[config.mk]
export PLATFORM = sky130hd
export DESIGN_NAME = ahbl_arbiter
export DESIGN_NICKNAME = d
export VERILOG_FILES = /design/src/rtl/ahbl_arbiter.sv
export SDC_FILE = /design/constraint.sdc
export NUM_CORES = 1
export LEC_CHECK = 0
export ABC_AREA = 1
export BUFFER_PORTS_ARGS = -buffer_cell sky130_fd_sc_hd__buf_2
export CORE_AREA = 2 2 222 224
export DETAILED_ROUTE_END_ITERATION = 8
export DIE_AREA = 0 0 224 226
export PLACE_DENSITY = 0.38
export SYNTH_ARGS = -nofsm -noshare
export SYNTH_HDL_FRONTEND = slang
export SYNTH_SLANG_ARGS = --single-unit
[constraint.sdc]
create_clock -name clk -period 6.3 [get_ports clk]
set_clock_uncertainty 0.1 [all_clocks]
set_input_delay 1.26 -clock clk [delete_from_list [all_inputs] [get_ports clk]]
set_output_delay 1.26 -clock clk [all_outputs]
set_load 0.005 [all_outputs]
[src/rtl/ahbl_arbiter.sv]
// ---------------------------------------------------------------------------
// ahbl_arbiter
//   N-to-1 AHB-Lite arbiter. N_PORTS upstream masters share one downstream
//   AHB-Lite slave port. One master's address phase is selected per transfer
//   with round-robin priority, with a hold-over for locked sequences. Losing
//   masters are stalled with hready low. The data-phase response, write data
//   and read data are routed by the registered data-phase owner.
//
// Ports
//   clk, rst            clock, synchronous active-high reset
//   src_*               packed per-master AHB-Lite master-side signals,
//                       port k occupies slice [k*W +: W] of each bus
//   src_hready_resp/o   per-master hready, src_hresp per-master hresp
//   src_hrdata          dst_hrdata broadcast to every port
//   dst_*               shared slave port; address fields are a zero-latency
//                       mux of the granted master, dst_hwdata follows the
//                       data-phase owner
// ---------------------------------------------------------------------------
module ahbl_arbiter #(
    parameter int N_PORTS = 4,
    parameter int W_ADDR  = 32,
    parameter int W_DATA  = 32
) (
    input  logic                        clk,
    input  logic                        rst,
    output logic [N_PORTS-1:0]          src_hready_resp,
    output logic [N_PORTS-1:0]          src_hresp,
    input  logic [N_PORTS*W_ADDR-1:0]   src_haddr,
    input  logic [N_PORTS-1:0]          src_hwrite,
    input  logic [2*N_PORTS-1:0]        src_htrans,
    input  logic [3*N_PORTS-1:0]        src_hsize,
    input  logic [3*N_PORTS-1:0]        src_hburst,
    input  logic [4*N_PORTS-1:0]        src_hprot,
    input  logic [N_PORTS-1:0]          src_hmastlock,
    input  logic [N_PORTS*W_DATA-1:0]   src_hwdata,
    output logic [N_PORTS*W_DATA-1:0]   src_hrdata,
    output logic                        dst_hready,
    input  logic                        dst_hready_resp,
    input  logic                        dst_hresp,
    output logic [W_ADDR-1:0]           dst_haddr,
    output logic                        dst_hwrite,
    output logic [1:0]                  dst_htrans,
    output logic [2:0]                  dst_hsize,
    output logic [2:0]                  dst_hburst,
    output logic [3:0]                  dst_hprot,
    output logic                        dst_hmastlock,
    output logic [W_DATA-1:0]           dst_hwdata,
    input  logic [W_DATA-1:0]           dst_hrdata
);

    localparam int IDX_W = $clog2(N_PORTS);

    typedef logic [IDX_W-1:0] idx_t;
    typedef logic [IDX_W:0]   cnt_t;

    // Successor of a port index in the round-robin ring.
    function automatic idx_t next_idx(input idx_t idx);
        if (idx == idx_t'(N_PORTS - 1)) begin
            return '0;
        end else begin
            return idx + idx_t'(1);
        end
    endfunction

    idx_t   rr_ptr_q,     rr_ptr_d;
    idx_t   owner_q,      owner_d;
    logic   owner_vld_q,  owner_vld_d;
    idx_t   last_grant_q, last_grant_d;
    logic   lock_q,       lock_d;

    logic [N_PORTS-1:0] req_s;
    logic               grant_vld_s;
    idx_t               grant_idx_s;
    logic               grant_by_lock_s;
    idx_t               sel_idx_s;
    cnt_t               cand_s;

    // Request vector: a NSEQ/SEQ master, except the owner of a stalled data phase.
    always_comb begin
        req_s = '0;
        for (int k = 0; k < N_PORTS; k++) begin
            if (owner_vld_q && (owner_q == idx_t'(k)) && !dst_hready_resp) begin
                req_s[k] = 1'b0;
            end else begin
                req_s[k] = src_htrans[2*k+1];
            end
        end
    end

    // Grant: locked master keeps the bus, otherwise first requester at/after rr_ptr.
    always_comb begin
        grant_vld_s     = 1'b0;
        grant_idx_s     = rr_ptr_q;
        grant_by_lock_s = 1'b0;
        cand_s          = '0;
        if (lock_q && req_s[last_grant_q]) begin
            grant_vld_s     = 1'b1;
            grant_idx_s     = last_grant_q;
            grant_by_lock_s = 1'b1;
        end else begin
            for (int i = 0; i < N_PORTS; i++) begin
                cand_s = {1'b0, rr_ptr_q} + cnt_t'(i);
                if (cand_s >= cnt_t'(N_PORTS)) begin
                    cand_s = cand_s - cnt_t'(N_PORTS);
                end else begin
                    cand_s = cand_s;
                end
                if (!grant_vld_s && req_s[cand_s[IDX_W-1:0]]) begin
                    grant_vld_s = 1'b1;
                    grant_idx_s = cand_s[IDX_W-1:0];
                end else begin
                    grant_vld_s = grant_vld_s;
                end
            end
        end
    end

    // Address mux source: the granted port, or the last granted port when idle.
    always_comb begin
        if (grant_vld_s) begin
            sel_idx_s = grant_idx_s;
        end else begin
            sel_idx_s = last_grant_q;
        end
    end

    assign dst_haddr     = src_haddr[sel_idx_s*W_ADDR +: W_ADDR];
    assign dst_hwrite    = src_hwrite[sel_idx_s];
    assign dst_hsize     = src_hsize[sel_idx_s*3 +: 3];
    assign dst_hburst    = src_hburst[sel_idx_s*3 +: 3];
    assign dst_hprot     = src_hprot[sel_idx_s*4 +: 4];
    assign dst_hmastlock = src_hmastlock[sel_idx_s];
    // Reset forces IDLE so the slave never sees a transfer start during reset.
    assign dst_htrans    = (grant_vld_s && !rst) ? src_htrans[sel_idx_s*2 +: 2] : 2'b00;
    assign dst_hwdata    = owner_vld_q ? src_hwdata[owner_q*W_DATA +: W_DATA] : '0;
    assign dst_hready    = dst_hready_resp;
    assign src_hrdata    = {N_PORTS{dst_hrdata}};

    // Per-master hready/hresp: owner sees the slave, stalled requesters see 0.
    always_comb begin
        src_hready_resp = '1;
        src_hresp       = '0;
        for (int k = 0; k < N_PORTS; k++) begin
            if (rst) begin
                src_hready_resp[k] = 1'b1;
                src_hresp[k]       = 1'b0;
            end else if (owner_vld_q && (owner_q == idx_t'(k))) begin
                src_hready_resp[k] = dst_hready_resp;
                src_hresp[k]       = dst_hresp;
            end else if (req_s[k] && !(grant_vld_s && (grant_idx_s == idx_t'(k)))) begin
                src_hready_resp[k] = 1'b0;
                src_hresp[k]       = 1'b0;
            end else if (req_s[k]) begin
                src_hready_resp[k] = dst_hready_resp;
                src_hresp[k]       = 1'b0;
            end else begin
                src_hready_resp[k] = 1'b1;
                src_hresp[k]       = 1'b0;
            end
        end
    end

    // Next state: arbitration state advances only when the slave completes a cycle.
    always_comb begin
        rr_ptr_d     = rr_ptr_q;
        owner_d      = owner_q;
        owner_vld_d  = owner_vld_q;
        last_grant_d = last_grant_q;
        lock_d       = lock_q;
        if (dst_hready_resp) begin
            owner_vld_d = grant_vld_s;
            owner_d     = grant_idx_s;
            if (grant_vld_s) begin
                last_grant_d = grant_idx_s;
                lock_d       = src_hmastlock[grant_idx_s];
                // A locked continuation does not consume a round-robin turn.
                if (grant_by_lock_s) begin
                    rr_ptr_d = rr_ptr_q;
                end else begin
                    rr_ptr_d = next_idx(grant_idx_s);
                end
            end else begin
                // Lock survives idle cycles only while the holder keeps hmastlock.
                lock_d = lock_q && src_hmastlock[last_grant_q];
            end
        end else begin
            owner_vld_d = owner_vld_q;
        end
    end

    // State registers with synchronous reset; reset abandons any data phase.
    always_ff @(posedge clk) begin
        if (rst) begin
            rr_ptr_q     <= '0;
            owner_q      <= '0;
            owner_vld_q  <= 1'b0;
            last_grant_q <= '0;
            lock_q       <= 1'b0;
        end else begin
            rr_ptr_q     <= rr_ptr_d;
            owner_q      <= owner_d;
            owner_vld_q  <= owner_vld_d;
            last_grant_q <= last_grant_d;
            lock_q       <= lock_d;
        end
    end

endmodule
**Yosys cells after proc, flatten, opt, wreduce, memory -nomap -nowiden**

Index checks and enable logic that the tools add are counted.

- Output and inout port bits: 215
- Word-level logic and storage cells: 145
- Bits in registers: 8
- Input port bits: 348

- Bitwise gates (word level): 1
- Reduce and logical (&&, ||, !) cells: 34
- Multiply operators: 1
- $lt $le $gt $ge: 11
- Mux-type cells: 73
- Add/sub/neg operators: 8
- Shifts and indexed selects: 6
- Equality and inequality tests: 6

Operators by type and width:

| kind | number |
|---|---|
| 128-bit by 8-bit variable part select with 32-bit output | 2 |
| 1-bit 2-to-1 mux | 47 |
| 2-bit 2-to-1 mux | 16 |
| 32-bit 2-to-1 mux | 1 |
| 12-bit by 5-bit variable part select with 3-bit output | 2 |
| 1-bit logical AND | 22 |
| 2-bit by 3-bit < comparator with 1-bit output (second input constant) | 7 |
| 1-bit binary-select mux with 2-bit select | 9 |
| 16-bit by 5-bit variable part select with 4-bit output | 1 |
| 3-bit >= comparator (second input constant) | 3 |
| 1-bit zero test | 9 |
| 2-bit == test (second input constant) | 4 |
| 8-bit by 4-bit variable part select with 2-bit output | 1 |
| 2-bit by 1-bit subtractor with 2-bit output (second input constant) | 4 |
| 2-bit by 2-bit adder with 3-bit output (second input constant) | 2 |
| 2-bit by 1-bit == test with 1-bit output (second input constant) | 2 |
| 2-bit zero test | 2 |
| 2-bit by 2-bit multiplier with 4-bit output (second input constant) | 1 |
| 2-bit by 1-bit adder with 3-bit output (second input constant) | 1 |
| 2-bit by 3-bit >= comparator with 1-bit output (second input constant) | 1 |
| 3-bit AND reduction | 1 |
| 2-bit by 1-bit adder with 2-bit output (second input constant) | 1 |
| 1-bit inverter | 1 |

**Depth between registers and ports, before layout**

Gate-level depths: netlist of run 1.

- Depth in word-level cells: 31
- Gate-level depth with buffers: 20
- Mapped depth without buffers: 20

**Worst setup path after synthesis of run 1**

No wires, ideal clock.

- Path kind: input-to-output
- Start: in dst_hready_resp
- End: out dst_haddr[0]
- Arrival: 2963 ps
- Path buffers: 2
- Stages: 16
- Required time: 4940 ps
- Slack: 1977 ps
- Cells stage by stage: nor2_2 nand2_2 nand3_1 nand3_1 nand2_2 nand2_1 nor2_2 inv_2 nor2_8 inv_2 nand3_2 nand2_4 buf_6 buf_2 o211ai_1 nand2_1

- Cells in the longest elaborated chain, start to end: 21
- Elaborated cells on any way between the ends: 41
- Those cells by class: shift: 1; mux: 28; reduce/logical: 12

RTL lines:

| item | RTL line | source |
|---|---|---|
| start, declared | 38 | `input logic dst_hready_resp,` |
| 1-bit zero test * | 82 | `if (owner_vld_q && (owner_q == idx_t'(k)) && !dst_hready_resp) begin` |
| 1-bit logical AND | 82 |  |
| 1-bit 2-to-1 mux | 82 |  |
| 1-bit binary-select mux with 2-bit select | 108 | `if (!grant_vld_s && req_s[cand_s[IDX_W-1:0]]) begin` |
| 1-bit 2-to-1 mux (not written as such) | 108 |  |
| 1-bit 2-to-1 mux | 108 |  |
| 1-bit 2-to-1 mux | 96 | `if (lock_q && req_s[last_grant_q]) begin` |
| 1-bit zero test | 108 |  |
| [... 5 more ...] | -- |  |
| 1-bit 2-to-1 mux | 108 |  |
| 1-bit 2-to-1 mux | 96 |  |
| 1-bit zero test | 108 |  |
| 1-bit logical AND | 108 |  |
| 2-bit 2-to-1 mux or 1-bit 2-to-1 mux (tied branches) | 108 |  |
| 2-bit 2-to-1 mux or 1-bit 2-to-1 mux (tied branches) | 96 |  |
| 2-bit 2-to-1 mux * | -- |  |
| 128-bit by 8-bit variable part select with 32-bit output * | 127 | `assign dst_haddr = src_haddr[sel_idx_s*W_ADDR +: W_ADDR];` |
| end, declared | 40 | `output logic [W_ADDR-1:0] dst_haddr,` |

Every way passes the cells marked *; elsewhere a longest branch is shown, timed or not. The select of a mux whose other input is x is not followed.

**Worst setup path after layout of run 1**

- Start: in dst_hready_resp
- End: out dst_haddr[26]

Same word-level chain as after synthesis.

==> results of run 1 <==
-- Yosys cell counts, drive strengths merged --
cell type    n
nand2      198
buf        162
inv        114
o211ai      86
a22oi       64
a21oi       41
nand3       41
nor2        20
clkbuf      12
dfxtp        8
o21ai        7
ha           4
a211oi       1
and2         1
nand3b       1
nand4        1
nor3         1
xor2         1
-- layout make-up --
class / count / area [µm²] / area share [%]
clock buffers: 3 / 75.1 / 1.23
multi-input cells: 467 / 2570 / 42.0
repair buffers: 412 / 2100 / 34.3
diodes: 2 / 5.00 / 0.0818
inverters: 114 / 428 / 7.00
flip-flops and latches: 8 / 160 / 2.62
well taps: 622 / 778 / 12.7
-- worst max-delay path: stages --
cell and delay (ns):
buf_2 0.16, nor2_2 0.27, nand2_2 0.13, nand3_1 0.13
nand3_1 0.11, nand2_2 0.12, nand2_1 0.08, nor2_2 0.11
inv_2 0.08, nor2_8 0.12, nand2_1 0.25, nand2_8 0.48
buf_4 0.37, nand2_1 0.08, o211ai_1 0.10, nand2_1 0.11
buf_2 0.14
-- routing by layer --
layer | up-vias | GRT usage (%) | share of wire (%)
li1 | 2902 | - | -
met1 | 2526 | 8.81 | 37
met2 | 424 | 15.3 | 48
met3 | 36 | 1.76 | 9.7
met4 | 2 | 3.96 | 4.9
met5 | - | 0 | 0.058
-- through the flow --
stage	util [%]	total power (µW)	hold WS, ns	area (µm²)	cells
2_1_floorplan	-	2470	0.422	4400	763
3_3_place_gp	12.5	3640	0.475	6040	1623
3_5_place_dp	12.5	3630	0.459	6040	1623
4_1_cts	12.6	3750	0.467	6110	1626
5_1_grt	12.6	4130	0.499	6110	1627
6_report	12.7	3660	0.464	6120	1628
-- sequential cells by signal, indices dropped and copies added, names as in the netlist --
| register | flops |
|---|---|
| owner_q | 2 |
| rr_ptr_q | 2 |
| last_grant_q | 2 |
| owner_vld_q | 1 |
| lock_q | 1 |
-- logic make-up (layout without fill, tap and decap cells) --
kind of cell             Yosys count  after routing  share of synthesized area (%)
other                              0              2                              0
flip-flops                         8              8                           3.64
buffers and inverters            288            529                           38.2
AND/OR/NAND/NOR                  263            263                           25.6
AO/OA/AOI/OAI                    199            199                           31.2
adder cells (fa/ha/maj)            4              4                           1.14
XOR/XNOR                           1              1                          0.199
-- power by group --
group / total, µW / leakage, µW / internal (µW) / switching (µW)
Combinational: 3440 / 0.00320 / 1280 / 2160
Clock: 107 / 0.0000370 / 81.9 / 25.6
Sequential: 106 / 0.0000664 / 70.2 / 36.1
Total: 3660 / 0.00331 / 1430 / 2220
-- path summary, 6_finish.rpt --
kind,cells after the start,endpoint,slack (ns),start
hold / removal,4,lock_q,0.46,lock_q
setup / recovery,17,dst_haddr[26],0.74,dst_hready_resp
hold reg to reg,4,lock_q,0.46,lock_q
setup reg to reg,16,rr_ptr_q[1],3.09,owner_q[0]
==> results by group, run 1 <==
Outcome
  – Status: completed

STA
  – Max Fclk: 0.180 GHz
  – Minimum clock period: 5.56 ns
  – Final period utilization: 88.3%
  – Relative slew slack: 51.4%
  – Setup total negative slack: 0 ns
  – Worst setup margin: 0.740 ns
  – Fin. Hold Viols: 0
  – Slew Viols, Final: 0
  – RSZ-0062 raised after global routing: no
  – Setup violations, final: 0
  – Slew @ Worst Pin: 0.728 ns

Detailed routing
  – Total Wirelength: 22,500 µm
  – Via/cell ratio: 3.62
  – DR WL/cell: 13.8 µm
  – TritonRoute pass-1 iters: 7
  – Final antenna-violating net count: 0
  – Via count: 5,890
  – DRT iter0 DRCs: 207
  – DRC: 0

Power and ir drop
  – Peak VDD IR: 446 µV
  – Leakage: 0.00331 µW
  – PD cells: 598 mW/mm²

Logic synthesis
  – YS warnings: 0
  – Synthesized cell area: 0.00440 mm²
  – Flops & latches, synth: 8
  – Post-synthesis cell count: 763
  – Sequential area share after synthesis: 3.64%
  – Mapped Nets: 1,115
  – Synth top area cells: buf_4 (22%), nand2_1 (16%), o211ai_1 (15%)
  – Syn avg cell area: 5.76 µm²
  – Synth unique cells: 28
  – Largest area contributor in the netlist: buf_4
  – Top cell type's share of synthesized area: 22.2%

Finish
  – Most frequent cells in the layout: buf_2 (402), nand2_1 (187), inv_1 (108)
  – Share of layout cells above drive strength 1: 43.8%
  – Most common cell after layout, fill and taps aside: buf_2
  – Area grow syn2layout: 39.1%
  – Filler cell count: 5,656
  – Nets: 1,358

Clock network
  – Hold buffers post-CTS: 0
  – Clock Tree Buf Depth: 2
  – CTS HTree Levels: 1
  – Clock Sinks: 8
  – Num CTS Buffers: 3
  – CTS clk-pin slew, worst paths: 0.04 ns
  – CTS tree: yes
  – CTS resizes: 0
  – Root buffer cell: clkbuf_16
  – Post-CTS Setup Inserts: 0
  – Worst-Skew Late Latency: 0.23 ns

Placed design
  – Buffers on Ports: 402
  – Pre-CTS WS: 0.733 ns
  – GPL Wtd Cong: 0.775
  – Post-DP HPWL: 19,100 µm

Run
  – Max cap viols: 0

Global routing
  – Largest net degree at the start of global routing: 106
  – Initial antenna violation count: 6
  – Vias in the first global route: 5,725
  – Total GRT Usage: 8.22%
  – First-pass GRT wire length: 31,900 µm
  – Global route overflow: 0

Floorplan
  – # rows: 81
  – Core footprint: 0.0483 mm²
  – Initial core utilization: 9.10%
  – I/O pin total: 563
  – Die Y-Extent: 226 µm
  – Die area: 0.0506 mm²
  – DIE WIDTH: 224 µm

Worst hold path
  – Hold Path Class: reg -> reg

Critical path
  – CP Launch Type: input pin
  – Critical path arrival: 4.20 ns
  – CP Max Fanout: 105
  – Crit end category: output port
  – Worst setup path category: in -> out
  – WP data required: 4.94 ns
Note: power is estimated with default switching activity, not from simulation.
==> run 2: changes to the inputs <==
--- a/config.mk
+++ b/config.mk
@@ -10,7 +10,6 @@
 export CORE_AREA = 2 2 222 224
 export DETAILED_ROUTE_END_ITERATION = 8
 export DIE_AREA = 0 0 224 226
-export PLACE_DENSITY = 0.38
 export SYNTH_ARGS = -nofsm -noshare
 export SYNTH_HDL_FRONTEND = slang
 export SYNTH_SLANG_ARGS = --single-unit
==> constraint.sdc (replaced) <==
create_clock -name clk -period 7 [get_ports clk]
set_clock_uncertainty 0.1 [all_clocks]
set_input_delay 1.4 -clock clk [delete_from_list [all_inputs] [get_ports clk]]
set_output_delay 1.4 -clock clk [all_outputs]
set_load 0.005 [all_outputs]
==> run 2 against run 1 <==
  * Global-route usage grew 1.3 points
  * Sequential share of layout area hardly changed
  * Via count rose by 0.32%
  * Setup slack better by 0.49 ns
  * Cell area increased by 0.20%
  * Die area unchanged
  * Register-to-register slack better by 0.76 ns
==> results by group, run 2 (same netlist as run 1, synthesis figures left out) <==
Finish
  – Share of layout cells above drive strength 1: 43.8%
  – Largest regs: last_grant_q x2, owner_q x2, rr_ptr_q x2
  – Most frequent cells in the layout: buf_2 (402), nand2_1 (187), inv_1 (108)
  – Nets: 1,357
  – Most common cell after layout, fill and taps aside: buf_2
  – Filler cell count: 5,747
  – Area grow syn2layout: 39.4%

Outcome
  – Status: completed

STA
  – RSZ-0062 raised after global routing: no
  – Relative slew slack: 53.8%
  – Max Fclk: 0.173 GHz
  – Setup total negative slack: 0 ns
  – Fin. Hold Viols: 0
  – Slew @ Worst Pin: 0.693 ns
  – Final period utilization: 82.4%
  – Worst setup margin: 1.23 ns
  – Slew Viols, Final: 0
  – Setup violations, final: 0
  – Minimum clock period: 5.77 ns
  – Fin Hold WS: 0.459 ns

Floorplan
  – Die area: 0.0506 mm²
  – Core footprint: 0.0483 mm²
  – # rows: 81
  – DIE WIDTH: 224 µm
  – Die Y-Extent: 226 µm
  – I/O pin total: 563
  – Initial core utilization: 9.10%

Clock network
  – CTS resizes: 0
  – CTS clk-pin slew, worst paths: 0.04 ns
  – Post-CTS Setup Inserts: 0
  – CTS HTree Levels: 1
  – Root buffer cell: clkbuf_16
  – Clock Tree Buf Depth: 2
  – Clock Sinks: 8
  – Num CTS Buffers: 3
  – Worst-Skew Late Latency: 0.23 ns
  – Hold buffers post-CTS: 0
  – CTS tree: yes

Detailed routing
  – Total Wirelength: 26,300 µm
  – DR WL/cell: 16.2 µm
  – Via count: 5,909
  – Final antenna-violating net count: 0
  – DRC: 0
  – Via/cell ratio: 3.63
  – TritonRoute pass-1 iters: 4
  – DRT iter0 DRCs: 209

Global routing
  – Vias in the first global route: 5,290
  – Initial antenna violation count: 21
  – Largest net degree at the start of global routing: 113
  – Global route overflow: 0
  – First-pass GRT wire length: 34,900 µm
  – Total GRT Usage: 9.53%

Critical path
  – Crit end category: output port
  – Slowest CP cell: nand2_8
  – CP top delay family: simple AND/OR/NAND/NOR gates
  – CP peak stage delay: 0.57 ns
  – Crit-path cells: buf_2 > nor2_2 > nand2_2 > nand3_1 > nand3_1 > nand2_2 > nand2_1 > nor2_2 > inv_2 > nor2_8 > nand2_1 > nand2_8 > buf_12 > nand2_1 > o211ai_1 > nand2_1 > buf_2
  – CP Launch Type: input pin
  – CP Max Fanout: 112
  – Bufs and invs on worst path: 4
  – Stages on worst setup path: 17
  – Critical path arrival: 4.27 ns
  – WP data required: 5.50 ns
  – Most used cell, CP: nand2_1
  – Worst setup path category: in -> out
  – R2R cell count: 16

Worst hold path
  – Hold path cells: 4
  – Hold Path Class: reg -> reg

Power and ir drop
  – Logic gate share of total power: 94.1%
  – Leakage: 0.00331 µW
  – Clock share of power: 3.0%
  – Peak VDD IR: 384 µV
  – Reg power frac: 3.0%
  – Sw Share: 60.0%
  – PD cells: 529 mW/mm²
  – Internal: 1300 µW
  – Switch Pwr: 1950 µW

Run
  – Max cap viols: 0

Placed design
  – GPL Wtd Cong: 0.813
  – Post-DP HPWL: 23,000 µm
  – Buffers on Ports: 402
  – Pre-CTS WS: 1.17 ns
==> run 2: cell types whose count changed in the layout (fill, tap and decap cells not counted), sizes merged <==
cell | previous run | this run
buf | 412 | 411
diode | 2 | 3
==> run 2: worst paths after layout <==
kind / start / slack (ns) / to
hold / removal: lock_q / 0.46 / lock_q
setup / recovery: dst_hready_resp / 1.23 / dst_haddr[11]
hold reg to reg: lock_q / 0.46 / lock_q
setup reg to reg: owner_q[0] / 3.85 / rr_ptr_q[1]
==> run 2: worst reg2reg max path: stages (launching register included) <==
cell	delay (ns)
dfxtp_1	0.53
nand2_2	0.10
inv_2	0.47
nand2_2	0.16
nand3_1	0.14
nand3_1	0.11
nand2_2	0.11
nand2_1	0.07
nor2_2	0.11
nand3_1	0.08
nand2_1	0.08
nand2_1	0.07
nand2_1	0.22
inv_1	0.15
ha_1	0.29
o21ai_0	0.19
a21oi_1	0.06
==> run 2: routing by layer <==
metal | vias to the layer above | track usage [%] | wire [µm]
met2 | 392 | 18.1 | 13000
met5 | - | 0 | 54
met1 | 2506 | 10.0 | 9810
met3 | 104 | 2.21 | 2100
met4 | 8 | 4.04 | 1320
li1 | 2899 | - | -
==> run 2: power by group through the flow <==
stage	logic (µW)	registers (µW)	clock network, µW
after detailed placement	3110	96.1	0
after global routing	3450	99.3	102
after CTS	3120	95.5	98.4
after floorplan	2140	77.2	0
final	3050	96.2	95.7
after global placement	3100	97.3	0
==> run 2: stage by stage <==
stage                     total power, µW  utilization [%]  cell area, µm²  std cells
after global routing                 3650             12.7            6130       1628
after CTS                            3320             12.7            6120       1625
after floorplan                      2220                -            4400        763
after global placement               3200             12.5            6050       1622
final                                3240             12.7            6130       1628
after detailed placement             3210             12.5            6050       1622
==> run 2: layout make-up <==
type	count	area [µm²]	area share, %
Antenna cell	3	7.51	0.122
Clock buffer	3	75.1	1.22
Inverter	114	428	6.98
Multi-Input combinational cell	467	2580	42.0
Sequential cell	8	160	2.61
Tap cell	622	778	12.7
Timing Repair Buffer	411	2100	34.3
